**src/rtl/mips_main_control_if.sv**
```systemverilog
// Control bus between the MIPS main control FSM (master) and the datapath (slave).
`default_nettype none

interface mips_main_control_if;
    logic [5:0] opcode;
    logic       zero;
    logic       pc_write;
    logic       i_or_d;
    logic       mem_read;
    logic       mem_write;
    logic       ir_write;
    logic       mdr_write;
    logic       mem_to_reg;
    logic       reg_dst;
    logic       reg_write;
    logic       alu_src_a;
    logic [1:0] alu_src_b;
    logic [1:0] ula_op;
    logic       alu_out_write;
    logic [1:0] pc_source;
    logic       epc_write;
    logic       illegal_op;
    logic [4:0] state_dbg;

    modport master (
        input  opcode, zero,
        output pc_write, i_or_d, mem_read, mem_write, ir_write, mdr_write,
               mem_to_reg, reg_dst, reg_write, alu_src_a, alu_src_b, ula_op,
               alu_out_write, pc_source, epc_write, illegal_op, state_dbg
    );

    modport slave (
        output opcode, zero,
        input  pc_write, i_or_d, mem_read, mem_write, ir_write, mdr_write,
               mem_to_reg, reg_dst, reg_write, alu_src_a, alu_src_b, ula_op,
               alu_out_write, pc_source, epc_write, illegal_op, state_dbg
    );
endinterface

`default_nettype wire

```
**src/rtl/mips_main_control.sv**
```systemverilog
// Multicycle MIPS main control FSM with registered Moore outputs.
// Optional illegal-opcode exception path: MIPS_CTRL_ILLEGAL_OP_EN.
`default_nettype none

module mips_main_control #(
    parameter int MEM_LATENCY = 1
) (
    input  logic                 clk,
    input  logic                 reset_n,
    mips_main_control_if.master  bus
);

    localparam logic [5:0] OP_R    = 6'b000000;
    localparam logic [5:0] OP_LW   = 6'b100011;
    localparam logic [5:0] OP_SW   = 6'b101011;
    localparam logic [5:0] OP_BEQ  = 6'b000100;
    localparam logic [5:0] OP_BNE  = 6'b000101;
    localparam logic [5:0] OP_J    = 6'b000010;
    localparam logic [5:0] OP_ADDI = 6'b001000;
    localparam logic [3:0] WAIT_LOAD = 4'(MEM_LATENCY - 1);

    typedef enum logic [4:0] {
        S_RESET       = 5'd0,
        S_FETCH       = 5'd1,
        S_FETCH_WAIT  = 5'd2,
        S_FETCH_LATCH = 5'd3,
        S_DECODE      = 5'd4,
        S_MEM_ADDR    = 5'd5,
        S_MEM_READ    = 5'd6,
        S_MEM_WAIT    = 5'd7,
        S_MEM_WB      = 5'd8,
        S_MEM_WRITE   = 5'd9,
        S_R_EXEC      = 5'd10,
        S_R_WB        = 5'd11,
        S_ADDI_EXEC   = 5'd12,
        S_ADDI_WB     = 5'd13,
        S_BRANCH      = 5'd14,
        S_JUMP        = 5'd15,
        S_EXCEPT      = 5'd16,
        S_NOP_DONE    = 5'd17
    } state_t;

    // br/bne hold the branch qualification so pc_write can follow zero live.
    typedef struct packed {
        logic       pc_write;
        logic       br;
        logic       bne;
        logic       i_or_d;
        logic       mem_read;
        logic       mem_write;
        logic       ir_write;
        logic       mdr_write;
        logic       mem_to_reg;
        logic       reg_dst;
        logic       reg_write;
        logic       alu_src_a;
        logic [1:0] alu_src_b;
        logic [1:0] ula_op;
        logic       alu_out_write;
        logic [1:0] pc_source;
        logic       epc_write;
        logic       illegal_op;
    } ctrl_t;

    state_t     state_q, state_d;
    logic [3:0] cnt_q, cnt_d;
    ctrl_t      ctrl_q, ctrl_d;

    always_comb begin
        state_d = state_q;
        cnt_d   = cnt_q;
        case (state_q)
            S_RESET:       state_d = S_FETCH;
            S_FETCH: begin
                state_d = S_FETCH_WAIT;
                cnt_d   = WAIT_LOAD;
            end
            S_FETCH_WAIT: begin
                if (cnt_q == 4'd0) state_d = S_FETCH_LATCH;
                else               cnt_d   = cnt_q - 4'd1;
            end
            S_FETCH_LATCH: state_d = S_DECODE;
            S_DECODE: begin
                case (bus.opcode)
                    OP_LW, OP_SW:   state_d = S_MEM_ADDR;
                    OP_R:           state_d = S_R_EXEC;
                    OP_BEQ, OP_BNE: state_d = S_BRANCH;
                    OP_J:           state_d = S_JUMP;
                    OP_ADDI:        state_d = S_ADDI_EXEC;
`ifdef MIPS_CTRL_ILLEGAL_OP_EN
                    default:        state_d = S_EXCEPT;
`else
                    default:        state_d = S_NOP_DONE;
`endif
                endcase
            end
            S_MEM_ADDR:    state_d = (bus.opcode == OP_SW) ? S_MEM_WRITE : S_MEM_READ;
            S_MEM_READ: begin
                state_d = S_MEM_WAIT;
                cnt_d   = WAIT_LOAD;
            end
            S_MEM_WAIT: begin
                if (cnt_q == 4'd0) state_d = S_MEM_WB;
                else               cnt_d   = cnt_q - 4'd1;
            end
            S_R_EXEC:      state_d = S_R_WB;
            S_ADDI_EXEC:   state_d = S_ADDI_WB;
            S_MEM_WB, S_MEM_WRITE, S_R_WB, S_ADDI_WB,
            S_BRANCH, S_JUMP, S_EXCEPT, S_NOP_DONE:
                           state_d = S_FETCH;
            default:       state_d = S_FETCH;
        endcase
    end

    // Outputs are decoded from the upcoming state so they register in step with it.
    always_comb begin
        ctrl_d = '0;
        case (state_d)
            S_FETCH:       ctrl_d.mem_read = 1'b1;
            S_FETCH_WAIT:  ctrl_d.mem_read = 1'b1;
            S_FETCH_LATCH: begin
                ctrl_d.ir_write  = 1'b1;
                ctrl_d.alu_src_b = 2'b01;
                ctrl_d.pc_write  = 1'b1;
            end
            S_DECODE: begin
                ctrl_d.alu_src_b     = 2'b11;
                ctrl_d.alu_out_write = 1'b1;
            end
            S_MEM_ADDR, S_ADDI_EXEC: begin
                ctrl_d.alu_src_a     = 1'b1;
                ctrl_d.alu_src_b     = 2'b10;
                ctrl_d.alu_out_write = 1'b1;
            end
            S_MEM_READ: begin
                ctrl_d.mem_read = 1'b1;
                ctrl_d.i_or_d   = 1'b1;
            end
            S_MEM_WAIT: begin
                ctrl_d.mem_read  = 1'b1;
                ctrl_d.i_or_d    = 1'b1;
                ctrl_d.mdr_write = (cnt_d == 4'd0);
            end
            S_MEM_WB: begin
                ctrl_d.reg_write  = 1'b1;
                ctrl_d.mem_to_reg = 1'b1;
            end
            S_MEM_WRITE: begin
                ctrl_d.mem_write = 1'b1;
                ctrl_d.i_or_d    = 1'b1;
            end
            S_R_EXEC: begin
                ctrl_d.alu_src_a     = 1'b1;
                ctrl_d.ula_op        = 2'b10;
                ctrl_d.alu_out_write = 1'b1;
            end
            S_R_WB: begin
                ctrl_d.reg_write = 1'b1;
                ctrl_d.reg_dst   = 1'b1;
            end
            S_ADDI_WB:     ctrl_d.reg_write = 1'b1;
            S_BRANCH: begin
                ctrl_d.alu_src_a = 1'b1;
                ctrl_d.ula_op    = 2'b01;
                ctrl_d.pc_source = 2'b01;
                ctrl_d.br        = 1'b1;
                ctrl_d.bne       = (bus.opcode == OP_BNE);
            end
            S_JUMP: begin
                ctrl_d.pc_source = 2'b10;
                ctrl_d.pc_write  = 1'b1;
            end
`ifdef MIPS_CTRL_ILLEGAL_OP_EN
            S_EXCEPT: begin
                ctrl_d.epc_write  = 1'b1;
                ctrl_d.illegal_op = 1'b1;
                ctrl_d.pc_source  = 2'b11;
                ctrl_d.pc_write   = 1'b1;
            end
`endif
            default: ;
        endcase
    end

    always_ff @(posedge clk or negedge reset_n) begin
        if (!reset_n) begin
            state_q <= S_RESET;
            cnt_q   <= 4'd0;
            ctrl_q  <= '0;
        end else begin
            state_q <= state_d;
            cnt_q   <= cnt_d;
            ctrl_q  <= ctrl_d;
        end
    end

    assign bus.pc_write      = ctrl_q.pc_write | (ctrl_q.br & (bus.zero ^ ctrl_q.bne));
    assign bus.i_or_d        = ctrl_q.i_or_d;
    assign bus.mem_read      = ctrl_q.mem_read;
    assign bus.mem_write     = ctrl_q.mem_write;
    assign bus.ir_write      = ctrl_q.ir_write;
    assign bus.mdr_write     = ctrl_q.mdr_write;
    assign bus.mem_to_reg    = ctrl_q.mem_to_reg;
    assign bus.reg_dst       = ctrl_q.reg_dst;
    assign bus.reg_write     = ctrl_q.reg_write;
    assign bus.alu_src_a     = ctrl_q.alu_src_a;
    assign bus.alu_src_b     = ctrl_q.alu_src_b;
    assign bus.ula_op        = ctrl_q.ula_op;
    assign bus.alu_out_write = ctrl_q.alu_out_write;
    assign bus.pc_source     = ctrl_q.pc_source;
    assign bus.state_dbg     = state_q;
`ifdef MIPS_CTRL_ILLEGAL_OP_EN
    assign bus.epc_write     = ctrl_q.epc_write;
    assign bus.illegal_op    = ctrl_q.illegal_op;
`else
    assign bus.epc_write     = 1'b0;
    assign bus.illegal_op    = 1'b0;
`endif

endmodule

`default_nettype wire

```
**src/flat_wrapper.sv**
```systemverilog
// flat-port wrapper written by rule: the top's interface ports become plain ports
module mips_main_control_flat 
#(
    parameter int MEM_LATENCY = 1
)
  (clk, reset_n, bus_opcode, bus_zero, bus_pc_write, bus_i_or_d, bus_mem_read, bus_mem_write, bus_ir_write, bus_mdr_write, bus_mem_to_reg, bus_reg_dst, bus_reg_write, bus_alu_src_a, bus_alu_src_b, bus_ula_op, bus_alu_out_write, bus_pc_source, bus_epc_write, bus_illegal_op, bus_state_dbg);
  mips_main_control_if bus_i ();
  input  logic clk;
  input  logic reset_n;
  input wire logic [$bits(bus_i.opcode)-1:0] bus_opcode;
  input wire logic [$bits(bus_i.zero)-1:0] bus_zero;
  output wire logic [$bits(bus_i.pc_write)-1:0] bus_pc_write;
  output wire logic [$bits(bus_i.i_or_d)-1:0] bus_i_or_d;
  output wire logic [$bits(bus_i.mem_read)-1:0] bus_mem_read;
  output wire logic [$bits(bus_i.mem_write)-1:0] bus_mem_write;
  output wire logic [$bits(bus_i.ir_write)-1:0] bus_ir_write;
  output wire logic [$bits(bus_i.mdr_write)-1:0] bus_mdr_write;
  output wire logic [$bits(bus_i.mem_to_reg)-1:0] bus_mem_to_reg;
  output wire logic [$bits(bus_i.reg_dst)-1:0] bus_reg_dst;
  output wire logic [$bits(bus_i.reg_write)-1:0] bus_reg_write;
  output wire logic [$bits(bus_i.alu_src_a)-1:0] bus_alu_src_a;
  output wire logic [$bits(bus_i.alu_src_b)-1:0] bus_alu_src_b;
  output wire logic [$bits(bus_i.ula_op)-1:0] bus_ula_op;
  output wire logic [$bits(bus_i.alu_out_write)-1:0] bus_alu_out_write;
  output wire logic [$bits(bus_i.pc_source)-1:0] bus_pc_source;
  output wire logic [$bits(bus_i.epc_write)-1:0] bus_epc_write;
  output wire logic [$bits(bus_i.illegal_op)-1:0] bus_illegal_op;
  output wire logic [$bits(bus_i.state_dbg)-1:0] bus_state_dbg;
  assign bus_i.opcode = bus_opcode;
  assign bus_i.zero = bus_zero;
  assign bus_pc_write = bus_i.pc_write;
  assign bus_i_or_d = bus_i.i_or_d;
  assign bus_mem_read = bus_i.mem_read;
  assign bus_mem_write = bus_i.mem_write;
  assign bus_ir_write = bus_i.ir_write;
  assign bus_mdr_write = bus_i.mdr_write;
  assign bus_mem_to_reg = bus_i.mem_to_reg;
  assign bus_reg_dst = bus_i.reg_dst;
  assign bus_reg_write = bus_i.reg_write;
  assign bus_alu_src_a = bus_i.alu_src_a;
  assign bus_alu_src_b = bus_i.alu_src_b;
  assign bus_ula_op = bus_i.ula_op;
  assign bus_alu_out_write = bus_i.alu_out_write;
  assign bus_pc_source = bus_i.pc_source;
  assign bus_epc_write = bus_i.epc_write;
  assign bus_illegal_op = bus_i.illegal_op;
  assign bus_state_dbg = bus_i.state_dbg;
  mips_main_control #(.MEM_LATENCY(MEM_LATENCY)) u_core (.clk(clk), .reset_n(reset_n), .bus(bus_i));
endmodule
```
**config.mk**
```make
export PLATFORM = sky130hd
export DESIGN_NAME = mips_main_control_flat
export DESIGN_NICKNAME = d
export VERILOG_FILES = /design/src/rtl/mips_main_control_if.sv /design/src/rtl/mips_main_control.sv /design/src/flat_wrapper.sv
export SDC_FILE = /design/constraint.sdc
export NUM_CORES = 1
export LEC_CHECK = 0
export BUFFER_PORTS_ARGS = -buffer_cell sky130_fd_sc_hd__buf_2
export CAP_MARGIN = 20
export CORE_MARGIN = 2
export CORE_UTILIZATION = 35
export CTS_BUF_LIST = sky130_fd_sc_hd__clkbuf_8
export DETAILED_ROUTE_END_ITERATION = 10
export PLACE_DENSITY = 0.59
export REMOVE_ABC_BUFFERS = 1
export SYNTH_ARGS = -nofsm -noshare
export SYNTH_HDL_FRONTEND = slang
export SYNTH_SLANG_ARGS = --single-unit
```
**constraint.sdc**
```tcl
create_clock -name clk -period 2.4 [get_ports clk]
set_input_delay 0.24 -clock clk [delete_from_list [all_inputs] [get_ports clk]]
set_output_delay 0.24 -clock clk [all_outputs]
set_load 0.05 [all_outputs]
```
Word level (Yosys, flattened, before mapping) --
Cells that the tools add are included.
Operators by class: bitwise operators 3, mux-type cells 22, add/subtract/negate cells 1, reductions and logical operators 14, equal/unequal tests 30
Operators by type and width (count):
- == test 5 x 4 -> 1 bit, second input constant | 10
- one-hot mux 5 bit (9 select lines) | 1
- == test 5 x 3 -> 1 bit, second input constant | 8
- one-hot mux 5 bit (5 select lines) | 1
- == test 5 x 2 -> 1 bit, second input constant | 4
- == test 6 x 3 -> 1 bit, second input constant | 2
- == test 6 bit, second input constant | 2
- OR reduction 2 bit | 6
- OR reduction 4 bit | 3
- two-way mux 1 bit | 11
- == test 5 x 1 -> 1 bit, second input constant | 2
- two-way mux 5 bit | 2
- zero test 4 bit | 2
- two-way mux 4 bit | 2
- one-hot mux 2 bit (2 select lines) | 2
- one-hot mux 4 bit (2 select lines) | 1
- == test 6 x 2 -> 1 bit, second input constant | 1
- == test 6 x 4 -> 1 bit, second input constant | 1
- zero test 6 bit | 1
- one-hot mux 2 bit (3 select lines) | 1
- OR reduction 3 bit | 2
- subtractor 4 x 1 -> 4 bit, second input constant | 1
- two-way mux 2 bit | 1
- AND 1 bit | 1
- other kinds (2) | 2
Storage, ports and cells: logic and storage cells 88, bits in registers 28, bits of input ports 9

Logic depth before layout (Yosys ltp) --
depth in word-level cells 7, mapped depth 9, gate-level depth less buffers 8

Worst setup path before layout --
Ideal clock, no wire load.
path kind register to register, start point register u_core.state_q[2] (netlist: u_core.bus.state_dbg[2]), end point register u_core.ctrl_q, in the netlist u_core.bus.mdr_write, arrival time 2187 ps, stages on the path, launching flop included 8, path slack 107 ps, period minus slack after synthesis 2293 ps, library setup time 107 ps, data required time 2293 ps, cells stage by stage dfrtp_1 -> buf_2 -> and2b_2 -> xnor2_1 -> nor3_1 -> a31oi_1 -> o22a_1 -> a2111oi_4
RTL lines:
- start, declared | line mips_main_control.sv:65 | state_t state_q, state_d;
- start signal, assigned | line mips_main_control.sv:191 | state_q <= state_d;
- end signal, assigned | line mips_main_control.sv:193 | ctrl_q <= ctrl_d;
- end, declared | line mips_main_control.sv:67 | ctrl_t ctrl_q, ctrl_d;

==> results.md <==
* Num Clock Sinks at 26
* Clk Latency, worst-skew pair at between 0.2 and 0.3 ns
* Main area contributors after synthesis: dfrtp_1 (41%), buf_4 (4.2%), nor3_1 (3.5%), a2111oi_4 (3.5%), nor2_1 (3.1%)
* DPL Wire Length at 2.67 mm
* First-pass GRT wire length at approximately 5.9 mm
* M3 GR Usage at around 2.3%
* TritonCTS buffer count at 3
* Cell type with the largest total area after synthesis: dfrtp_1
* FFs w/ async S/R, synth at between 90% and 100%
* Site Rows at 24
* Post-synthesis sequential area ratio at about 41%
* Leak at between 0.0009 and 0.001 uW
* Hold Vio Cnt, Final at 0
* WL/cell at between 10 and 15 microns
* R2R Path End: u_core.bus.mdr_write
* Largest net degree at the start of global routing at 27
* Met2 Track Usage GR at 24.0%
* Post-synthesis cell count at 170
* Worst-Margin Slew at 0.590 ns
* Final setup fails at 0
* Post-route ant nets at 0
* Share of cells above drive strength 1 at between 20 and 30%
* CP Buf/Inv Count at 1
* NumNets Final at 208
* N_diodes at 0
* CP top delay family: compound AO/OA/AOI/OAI gates
* Hold endpoint: u_core.ctrl_q[18]
* Clock Pin Slew Worst Setup and Hold Paths at 0.10 ns
* Gr busiest metal: met2
* Root Buffer: clkbuf_8
* Ports at 33
* Worst Path Required at 2.56 ns
* H-tree lvl count at 1
* Post-Syn Area at 0.00159 sq mm
* Max reg flops at 5
* Slowest CP cell: dfrtp_1
* Layout Skew at roughly 0.011 ns
* Antenna violations before repair at 0
* Crit end category: flip-flop
* Gr usage total at between 10 and 15%
* Die area at between 0.005 and 0.006 sq mm
* Overall routed net length at between 3 and 4 mm
* Initial Util at ~37%
* Fillcell total at around 430
* Setup bufs post-CTS at 0
* Min Tclk post-route at about 2.2 ns
* Hold Path Stages at 3
* Post-synth top area share at between 40% and 50%
* Run status: finished clean
* 1st-pass router iterations at 4
* Die X at 71.4 microns
* Max_cap viols at 0
* Port bufs at 30
* Synth Area per Inst at ~9.4 sq um
* Synth cell types at between 50 and 60
* Number of global-route vias before repair at approximately 1300
* Worst hold path startpoint: bus_opcode[0]
* Grt met1 use at a little under a fifth
* Via density at roughly 5.3
* Post-synth EDFFs at 0
* Final worst path period share at approximately 93%
* Critical Path Fanout Max at 8
* Die Y at a little over 70 microns
* Global route total overflow at 0
* Fmax at approximately 450 MHz
* CP startpoint kind: flip-flop
* Worst r2r src: u_core.cnt_q[1]
* CTS tree: built
* Slew Limit Fails at 0
* TNS Setup at 0 ns
* Worst hold slack at roughly 0.29 ns
* Peak supply drop at ~0.00042 V
* Count leader, synth: dfrtp_1
* Register bit total from synthesis at 26
* RSZ-0062 raised after global routing: no
* Synth top cells by count: dfrtp_1 (26), nor2_1 (13), nand2_1 (12)
* CP max stage delay at a little under 0.4 ns
* Kind of critical path: flip-flop to flip-flop
* Initial drt markers at 56
* Max Root-Sink Buffers at 2
* Crit path arrival time at 2.39 ns
* Pwr dens at 1330 mW/mm^2
* Core outline area at 0.00435 sq mm
* Synth warn at 0
* Worst r2r path cells at 8
* CP Cell Sequence: inv_1 -> ha_1 -> or3b_1 -> a2bb2o_1 -> a21oi_2 -> nand3_2 -> nand2b_1 -> a2111oi_4
* Area Overhead vs Synth at 16.0%
* Worst hold path type: input port to flip-flop
* R2R Setup Slk at around 0.17 ns
* Top_reg_cell synth: dfrtp_1
* Remaining DRCs at 0
* Via count at ~1300
* Routability congestion estimate from global placement at 0.847
* Slew headroom at 60.7%
==> logic make-up after synthesis <==
kind of cell	count (synthesis)	share of synthesized area (%)
xor+xnor	5	2.75
buf+inv	26	9.12
mux	2	1.26
flops	26	40.9
compound gates	36	18.4
fa+ha+maj	1	0.786
simple gates	73	26.6
other cells	1	0.236
==> layout by cell type (no fill, tap or decap), types with 2 or more instances in the layout <==
master      n
nor3_1     11
a211oi_1    2
conb_1      2
a31oi_1     2
mux2i_1     2
inv_1       9
nand2_1    12
buf_2      30
o21ai_1     3
nand3_1     3
o21ai_0     5
nor2b_1     2
nand4_1     2
nor3_2      2
dfrtp_1    26
nor2_1     13
and2_1      3
buf_4       7
clkbuf_8    3
nand4b_1    2
xnor2_1     4
o22ai_1     2
nand3b_1    3
nor4_1      2
a21o_1      2
a21oi_1     5
o32a_1      2
nand2b_1    6
o31a_1      2
a2111oi_4   2
==> worst register-to-register path, cell delays in order (launching register included) <==
cell and delay (ns):
dfrtp_1 0.39, inv_1 0.07, ha_1 0.23, or3b_1 0.23, a2bb2o_1 0.30, a21oi_2 0.18
nand3_2 0.20, nand2b_1 0.24, a2111oi_4 0.28
==> power by group <==
part / leakage, uW / internal (uW) / switching [uW] / total, uW
Clock: 0.0000357 / 223 / 144 / 367
Combinational: 0.000546 / 487 / 980 / 1470
Sequential: 0.000351 / 540 / 84.8 / 625
==> per-layer routing <==
layer | wire length [microns] | part of all wire [%]
met1 | 1590 | 45
met2 | 1690 | 48
met3 | 131 | 3.8
met4 | 81 | 2.3
met5 | 0 | 0
==> metrics by stage <==
step	setup WS [ns]	total power (uW)	cell area, sq um	std cells	util [%]
4_1_cts	0.124	2470	1840	249	42.2
2_1_floorplan	0.151	1700	1490	155	-
6_report	0.172	2460	1850	249	42.4
3_5_place_dp	0.160	2090	1760	244	40.3
3_3_place_gp	0.130	2100	1760	244	40.3
5_1_grt	0.0118	2640	1850	249	42.4
==> area by class of cell <==
type	instances	area, sq um	share of cell area, %
Tap cell	52	65.1	3.52
Inverter	10	37.5	2.03
Sequential cell	26	651	35.2
Clock inverter	1	30.0	1.63
Clock buffer	3	41.3	2.24
Multi-Input combinational cell	119	810	43.8
Timing Repair Buffer	38	213	11.5
==> what timing repair did <==
item / CTS / global route
hold endpoints to repair: 26 / 0
resized for setup: 0 / 2
hold buffers: 1 / 0
setup endpoints to repair: 0 / 2
==> worst max path at each step <==
stage | startpoint | endpoint | slack (ns) | cells after the start
6_report | u_core.cnt_q[1] | u_core.bus.mdr_write | 0.17 | 8
5_1_grt | u_core.bus.state_dbg[0] | u_core.bus.alu_src_a | 0.01 | 6
4_1_cts | u_core.cnt_q[1] | u_core.bus.mdr_write | 0.12 | 8
3_5_place_dp | u_core.cnt_q[1] | u_core.bus.mdr_write | 0.16 | 8
3_3_place_gp | u_core.cnt_q[1] | u_core.bus.mdr_write | 0.13 | 8
2_1_floorplan | u_core.bus.state_dbg[2] | u_core.bus.mdr_write | 0.15 | 6
Note: power is estimated with default switching activity, not from simulation.
